[config.mk]
export PLATFORM = sky130hd
export DESIGN_NAME = pc_sequencer
export DESIGN_NICKNAME = d
export VERILOG_FILES = /design/src/rtl/pc_sequencer.sv
export SDC_FILE = /design/constraint.sdc
export NUM_CORES = 1
export LEC_CHECK = 0
export BUFFER_PORTS_ARGS = -buffer_cell sky130_fd_sc_hd__buf_2
export CAP_MARGIN = 0
export CORE_ASPECT_RATIO = 0.75
export CORE_MARGIN = 5
export CORE_UTILIZATION = 55
export CTS_BUF_LIST = sky130_fd_sc_hd__clkbuf_16
export CTS_CLUSTER_SIZE = 28
export DETAILED_ROUTE_END_ITERATION = 8
export PLACE_DENSITY_LB_ADDON = 0.2
export SKIP_LAST_GASP = 1
export SYNTH_ARGS = -nofsm -noshare
export SYNTH_HDL_FRONTEND = slang
export SYNTH_SLANG_ARGS = --single-unit
[constraint.sdc]
create_clock -name clock -period 4.55 [get_ports clock]
set_input_delay 0.2275 -clock clock [delete_from_list [all_inputs] [get_ports clock]]
set_output_delay 0.2275 -clock clock [all_outputs]
set_load 0.01 [all_outputs]
[src/rtl/pc_sequencer.sv]
// Next-PC and control-flow sequencer: word-addressed PC, J/JAL/JR/branch resolution,
// stall and halt handling, plus a circular return-address stack with a mismatch monitor.
module pc_sequencer #(
    parameter int unsigned       ADDR_W      = 32,
    parameter int unsigned       RAS_DEPTH   = 4,
    parameter logic [ADDR_W-1:0] RESET_PC    = '0,
    parameter logic [5:0]        HALT_OPCODE = 6'h3F
) (
    input  logic              clock,
    input  logic              reset_n,
    input  logic              stall,
    input  logic [5:0]        opcode,
    input  logic [5:0]        funct,
    input  logic [4:0]        rs,
    input  logic [ADDR_W-1:0] rs_content,
    input  logic [25:0]       address,
    input  logic [15:0]       immediate,
    input  logic              branch_en,
    input  logic              branch_cond,
    output logic [ADDR_W-1:0] pc,
    output logic [ADDR_W-1:0] pc_next,
    output logic [ADDR_W-1:0] link_data,
    output logic              halted,
    output logic              ras_empty,
    output logic              ras_full,
    output logic              ras_overflow,
    output logic              ras_mismatch,
    output logic [7:0]        mismatch_count
);

    localparam int unsigned      PTR_W      = $clog2(RAS_DEPTH);
    localparam logic [PTR_W:0]   FULL_COUNT = (PTR_W + 1)'(RAS_DEPTH);
    localparam logic [5:0]       OP_SPECIAL = 6'h00;
    localparam logic [5:0]       OP_J       = 6'h02;
    localparam logic [5:0]       OP_JAL     = 6'h03;
    localparam logic [5:0]       FN_JR      = 6'h08;
    localparam logic [4:0]       RA_REG     = 5'd31;

    typedef enum logic [2:0] {
        FLOW_SEQ,
        FLOW_HOLD,
        FLOW_JUMP,
        FLOW_JAL,
        FLOW_JR,
        FLOW_BRANCH
    } flow_e;

    flow_e             flow;
    logic [ADDR_W-1:0] pc_plus1;
    logic [ADDR_W-1:0] branch_target;
    logic [ADDR_W-1:0] jump_target;

    logic [ADDR_W-1:0] ras_mem [RAS_DEPTH];
    logic [PTR_W-1:0]  ras_ptr;
    logic [PTR_W-1:0]  pop_ptr;
    logic [PTR_W:0]    ras_count;
    logic [PTR_W:0]    ras_count_next;
    logic [ADDR_W-1:0] popped;
    logic              advance;
    logic              do_push;
    logic              do_pop;
    logic              mismatch_hit;

    assign pc_plus1      = pc + ADDR_W'(1);
    assign link_data     = pc_plus1;
    assign branch_target = pc_plus1 + ADDR_W'($signed(immediate));

    // Jumps keep the upper PC bits only when the PC is wider than the target field.
    generate
        if (ADDR_W > 26) begin : g_wide_jump
            assign jump_target = {pc_plus1[ADDR_W-1:26], address};
        end else begin : g_narrow_jump
            assign jump_target = address[ADDR_W-1:0];
        end
    endgenerate

    // NOTE: every signal written in always_comb gets a default first so no latch is inferred.
    always_comb begin
        flow = FLOW_SEQ;
        if (halted || opcode == HALT_OPCODE) begin
            flow = FLOW_HOLD;
        end else if (opcode == OP_J) begin
            flow = FLOW_JUMP;
        end else if (opcode == OP_JAL) begin
            flow = FLOW_JAL;
        end else if (opcode == OP_SPECIAL && funct == FN_JR) begin
            flow = FLOW_JR;
        end else if (branch_en && branch_cond) begin
            flow = FLOW_BRANCH;
        end
    end

    always_comb begin
        pc_next = pc_plus1;
        case (flow)
            FLOW_HOLD:   pc_next = pc;
            FLOW_JUMP:   pc_next = jump_target;
            FLOW_JAL:    pc_next = jump_target;
            FLOW_JR:     pc_next = rs_content;
            FLOW_BRANCH: pc_next = branch_target;
            default:     pc_next = pc_plus1;
        endcase
    end

    // The RAS only observes control flow; the architectural target is always rs_content.
    assign advance      = reset_n && !halted && !stall;
    assign do_push      = advance && (flow == FLOW_JAL);
    assign do_pop       = advance && (flow == FLOW_JR) && (rs == RA_REG) && (ras_count != '0);
    assign pop_ptr      = ras_ptr - PTR_W'(1);
    assign popped       = ras_mem[pop_ptr];
    assign mismatch_hit = do_pop && (popped != rs_content);

    always_comb begin
        ras_count_next = ras_count;
        if (do_push && ras_count != FULL_COUNT) begin
            ras_count_next = ras_count + (PTR_W + 1)'(1);
        end else if (do_pop) begin
            ras_count_next = ras_count - (PTR_W + 1)'(1);
        end
    end

    // NOTE: sequential state uses non-blocking assignments so every register samples pre-edge values.
    always_ff @(posedge clock) begin
        if (!reset_n) begin
            pc             <= RESET_PC;
            ras_ptr        <= '0;
            ras_count      <= '0;
            halted         <= 1'b0;
            ras_empty      <= 1'b1;
            ras_full       <= 1'b0;
            ras_overflow   <= 1'b0;
            ras_mismatch   <= 1'b0;
            mismatch_count <= '0;
        end else if (halted || stall) begin
            ras_mismatch <= 1'b0;
        end else begin
            pc           <= pc_next;
            ras_count    <= ras_count_next;
            ras_empty    <= (ras_count_next == '0);
            ras_full     <= (ras_count_next == FULL_COUNT);
            ras_mismatch <= mismatch_hit;
            if (flow == FLOW_HOLD) begin
                halted <= 1'b1;
            end
            if (do_push) begin
                ras_ptr <= ras_ptr + PTR_W'(1);
                if (ras_count == FULL_COUNT) begin
                    ras_overflow <= 1'b1;
                end
            end else if (do_pop) begin
                ras_ptr <= pop_ptr;
            end
            if (mismatch_hit && mismatch_count != 8'hFF) begin
                mismatch_count <= mismatch_count + 8'd1;
            end
        end
    end

    // NOTE: the stack storage is not reset; ras_count alone decides which entries are valid.
    always_ff @(posedge clock) begin
        if (do_push) begin
            ras_mem[ras_ptr] <= link_data;
        end
    end

endmodule

== Yosys cells after proc, flatten, opt, wreduce, memory -nomap -nowiden ==
Memory sizes are Yosys's and may differ from the RTL's.
Cells that the tools add are included.
Storage, ports and cells
  memories kept: 1
  bits in writable memories: 128
  bits in registers: 50
  input bits: 96
  logic and storage cells: 71
  output and inout bits: 109
Operators by class
  add/subtract/negate cells: 7
  bitwise operators: 2
  reduce and logical (&&, ||, !) cells: 25
  multiplexer cells: 12
  equal/unequal tests: 15
Memories
  ras_mem: words 4, width 32, rd ports 1, clocked after memory_dff 0, wr ports 1, line 53  | logic [ADDR_W-1:0] ras_mem [RAS_DEPTH];
Operators by type and width (number)
  32-bit case mux with 4 select lines: 1
  32-bit by 1-bit adder with 32-bit output, second input constant: 1
  32-bit adder: 1
  32-bit != test: 1
  3-bit two-way mux: 7
  3-bit == test, second input constant: 4
  6-bit by 2-bit == test with 1-bit output, second input constant: 2
  1-bit logical AND: 11
  8-bit by 1-bit adder with 8-bit output, second input constant: 1
  8-bit != test, second input constant: 1
  3-bit by 2-bit == test with 1-bit output, second input constant: 2
  6-bit by 4-bit == test with 1-bit output, second input constant: 1
  6-bit == test, second input constant: 1
  6-bit zero test: 1
  2-bit AND reduction: 3
  5-bit == test, second input constant: 1
  2-bit two-way mux: 2
  2-bit OR reduction: 2
  3-bit by 1-bit adder with 3-bit output, second input constant: 1
  3-bit by 1-bit == test with 1-bit output, second input constant: 1
  3-bit zero test: 1
  3-bit != test, second input constant: 1
  3-bit AND reduction: 1
  3-bit nonzero test: 1
  other kinds (8): 12

== Longest topological paths before layout ==
  depth in word-level cells: 13
  mapped depth: 18
  gate-level depth less buffers: 16

== Worst setup path after synthesis ==
No wires, ideal clock.
  kind: register to register
  start: register pc[2]
  end: register pc[27]
  cell stages (with the launch flop): 18
  required time: 4.435 ns
  data arrival time: 4.082 ns
  path slack: 0.353 ns
  buffers on the path: 2
  cell sequence: dfxtp_1 -> buf_2 -> and4_1 -> nand4_2 -> nor4_4 -> nand2_1 -> xnor2_1 -> ha_1 -> clkbuf_1 -> a21oi_2 -> nand2_1 -> or3_1 -> o22a_1 -> o211a_1 -> a211oi_4 -> xor2_1 -> o211ai_1 -> o21ba_1
On the way
  word-level cells in the longest chain between the ends: 3
RTL lines
  start, declared: line 20  | output logic [ADDR_W-1:0] pc,
  start signal, assigned: line 137  | pc <= pc_next;
  32-bit by 1-bit adder with 32-bit output: line 64  | assign pc_plus1 = pc + ADDR_W'(1);
  net link_data[22]: line 22  | output logic [ADDR_W-1:0] link_data,
  32-bit adder: line 66  | assign branch_target = pc_plus1 + ADDR_W'($signed(immediate));
  32-bit case mux with 4 select lines: line 95  | case (flow)
  net pc_next[27]: line 21  | output logic [ADDR_W-1:0] pc_next,
The timed path passes the listed nets, and every way through them passes these cells.
A chain may end at the register's enable or synchronous reset.

== Worst setup path after layout ==
  start: register pc[5]
  end: output pc_next[29]
On the way
  word-level cells in the longest chain between the ends: 3
RTL lines (line)
  32-bit by 1-bit adder with 32-bit output (*): 64
  32-bit adder: 66
  32-bit case mux with 4 select lines (*): 95
  end, declared: 21
Every way passes the cells marked *; elsewhere a longest branch is shown, timed or not.

==> flow_summary_export.csv <==
group,metric,value,unit
logic_synthesis,synth_most_common_cell,"edfxtp_1",
logic_synthesis,syn_inst,1002,
route,wire_per_inst,24.9,um
timing,whs,0.105,ns
logic_synthesis,synth_top_family_by_area,"compound AO/OA/AOI/OAI gates",
final_layout,stdcell_count,1496,
place,place_congestion,1.04,
power_and_ir_drop,power_density,326,nW/um^2
run,maxCapViolCount,0,
setup_path,critPathMaxFanout,8,
floorplanning,io_pins,205,
logic_synthesis,synth_area_leaders,"edfxtp_1, dfxtp_1, mux4_2, xnor2_1, ha_1",
logic_synthesis,synth_mux_area_frac,0.0712,
worst_hold_path,hold_path_class,"primary input to flop",
logic_synthesis,yosys.cell_types.count,84,
place,port_buffers,204,
timing,relSlewSlack,0.257,
floorplanning,die_area,22400,um^2
global_route,grt.overflow.total,0,
clock_tree,clk_latency,0.44,ns
logic_synthesis,synth_commonest_cells,"edfxtp_1, nor2_1, xnor2_1",
power_and_ir_drop,power.total,4.27,mW
global_route,grt_first_pass_wirelength,53700,um
logic_synthesis,synth_area_per_cell,10.7,um^2
final_layout,drive_gt1_frac,0.312,
route,antenna_left,0,
clock_tree,clkTransAtPathRegs,0.08,ns
route,first_pass_iters,7,
setup_path,arrival,4.22,ns
timing,max_freq,225,MHz
logic_synthesis,synth_compound_area_frac,0.165,
timing,fin_crit_sh,0.978,
global_route,grt_use_met3,0.0845,
timing,slew_violations,0,
global_route,grt.total_usage,0.325,
final_layout,syn_to_final_growth,22.0,%
logic_synthesis,synth_top_area_share,0.359,
final_layout,final_core_util,0.678,
logic_synthesis,synth-edff-count,128,
floorplanning,chipHeight,131,um
final_layout,layout.nets,1373,
clock_tree,hold_buffers,0,
power_and_ir_drop,cellLeakagePower,5.28,nW
route,drcViolationCount,0,
run_status,status,"finished clean",
logic_synthesis,yosysTopAreaCell,"edfxtp_1",
clock_tree,cts_max_level,4,
global_route,grt_pass1_vias,8689,
clock_tree,cts_root_buf,"clkbuf_16",
logic_synthesis,seq_area_frac_synth,0.452,
floorplanning,core-area,19300,um^2
logic_synthesis,synth_nets,1145,
global_route,grt_util_met1,0.504,
timing,fin_worst_skew,0.0150,ns
logic_synthesis,synth-simple-area-share,0.153,
timing,setup_viol,0,
floorplanning,die_w,171,um
floorplanning,start_util,0.556,
setup_path,cp.required,4.32,ns
logic_synthesis,yosysWarnings,0,
place,place_inst,1461,
logic_synthesis,synth_seq_cells,178,
logic_synthesis,synth-adder-area-share,0.0556,
clock_tree,cts_tree,"yes",
timing,fin_setup_tns,0,ns
setup_path,worst_setup_path_start_kind,"flop",
timing,timing_hold_violations_final,0,
clock_tree,numCtsBuffers,17,
logic_synthesis,synth_area,10700,um^2
power_and_ir_drop,irDropWorstVdd,0.209,mV
global_route,grt-busiest-layer,"met1",
final_layout,diodes,0,
global_route,use_met2,0.460,
route,vias_per_cell,6.46,
logic_synthesis,synth-xor-area-share,0.0720,
route,totalWireLength,37200,um
global_route,antenna_found_initial,0,
logic_synthesis,synth-async-reset-ratio,0,
timing,rsz0062_at_grt,"yes",
clock_tree,clock_path_buffers,2,
route,drt_iter0_markers,1488,
timing,layout_min_cycle_time,4.45,ns
setup_path,crit_type,"flop to output pin",
floorplanning,fp-row-count,44,
logic_synthesis,synth_flop_cell,"edfxtp_1",
route,num_vias,9671,
setup_path,end_kind,"output pin",
clock_tree,cts.sinks,178,
timing,tightest_slew,1.11,ns
place,dp_hpwl,27500,um
global_route,grt_max_degree,42,
area by class of cell:
type,instances,area (um^2)
clock buffers,17,425
fillers,1533,6200
flip-flops and latches,178,4850
repair buffers,263,1460
well taps,253,317
clock inverters,15,195
multi-input cells,745,5720
inverters,25,93.8
where the power goes:
part / internal, mW / leakage, nW / switching, mW
combinational: 0.355 / 3.40 / 0.553
sequential: 1.77 / 1.58 / 0.0427
clock: 0.800 / 0.303 / 0.745
total: 2.93 / 5.28 / 1.34
worst paths after layout:
kind	depth (start not counted)	end	startpoint	slack, ns
setup / recovery	15	pc_next[29]	pc[5]	0.1
hold / removal	2	ras_empty	reset_n	0.10
setup reg to reg	14	pc[27]	pc[5]	0.65
hold reg to reg	1	ras_overflow	ras_overflow	0.51
logic make-up after synthesis:
group	Yosys count
AOI/OAI and AO/OA	251
muxes	36
xor gates and xnor gates	88
adders and majority gates	47
DFF	178
and+or+nand+nor	323
buffers and inverters	79
state kept, by name (all words and copies together), names as in the netlist:
name            count
ras_mem           128
pc                 32
mismatch_count      8
ras_count           3
ras_ptr             2
halted              1
ras_empty           1
ras_full            1
ras_mismatch        1
ras_overflow        1
worst max-delay path, cell delays in order (launching register included):
cell and delay (ns):
dfxtp_2 0.39, and4_2 0.32, and4_1 0.22, nand3_1 0.10, xnor2_1 0.33, ha_1 0.39
a21oi_1 0.37, nand3b_1 0.15, or2_2 0.29, o2111a_1 0.18, o211a_1 0.26, a211oi_4 0.27
nand4_1 0.14, o41a_1 0.16, nand2_1 0.07, buf_2 0.12
per-stage QoR:
| step | area, um^2 | worst slack [ns] |
|---|---|---|
| 5_1_grt | 13100 | -0.0735 |
| 6_report | 13100 | 0.0987 |
| 3_3_place_gp | 12200 | 0.455 |
| 4_1_cts | 12900 | -0.0333 |
| 3_5_place_dp | 12200 | 0.302 |
| 2_1_floorplan | 10700 | 0.353 |
layout by cell type, fill, tap and decap left out, drive strengths merged, types with 6 or more instances in the layout:
master and instances:
o211ai 6, nor4 12, xor2 19, and2 15, nand2 67, dfxtp 50
nand2b 7, nor2 102, nand3 26, a21oi 46, a221oi 24, inv 33
edfxtp 128, and3 10, clkinv 6, a22oi 10, nand4 30, nor2b 7
clkbuf 17, or3 6, o21a 10, a31oi 11, o32ai 6, a21boi 7
mux4 32, o21ai 59, ha 46, xnor2 69, buf 263, o22ai 10
o211a 6, nor3 13, nor3b 12, a21o 14
routing by layer:
metal  vias up  routed length (um)
li1       4286                   -
met1      4611               15400
met2       700               15800
met3        74                5230
met4         0                 731
met5         -                   0
timing repair:
item	in CTS	in global routing
gates resized for setup	13	28
buffers inserted	0	3
hold endpoints to repair	0	0
pin swaps	1	6
endpoints found under the setup margin	8	13
(Power assumes the default switching activity.)
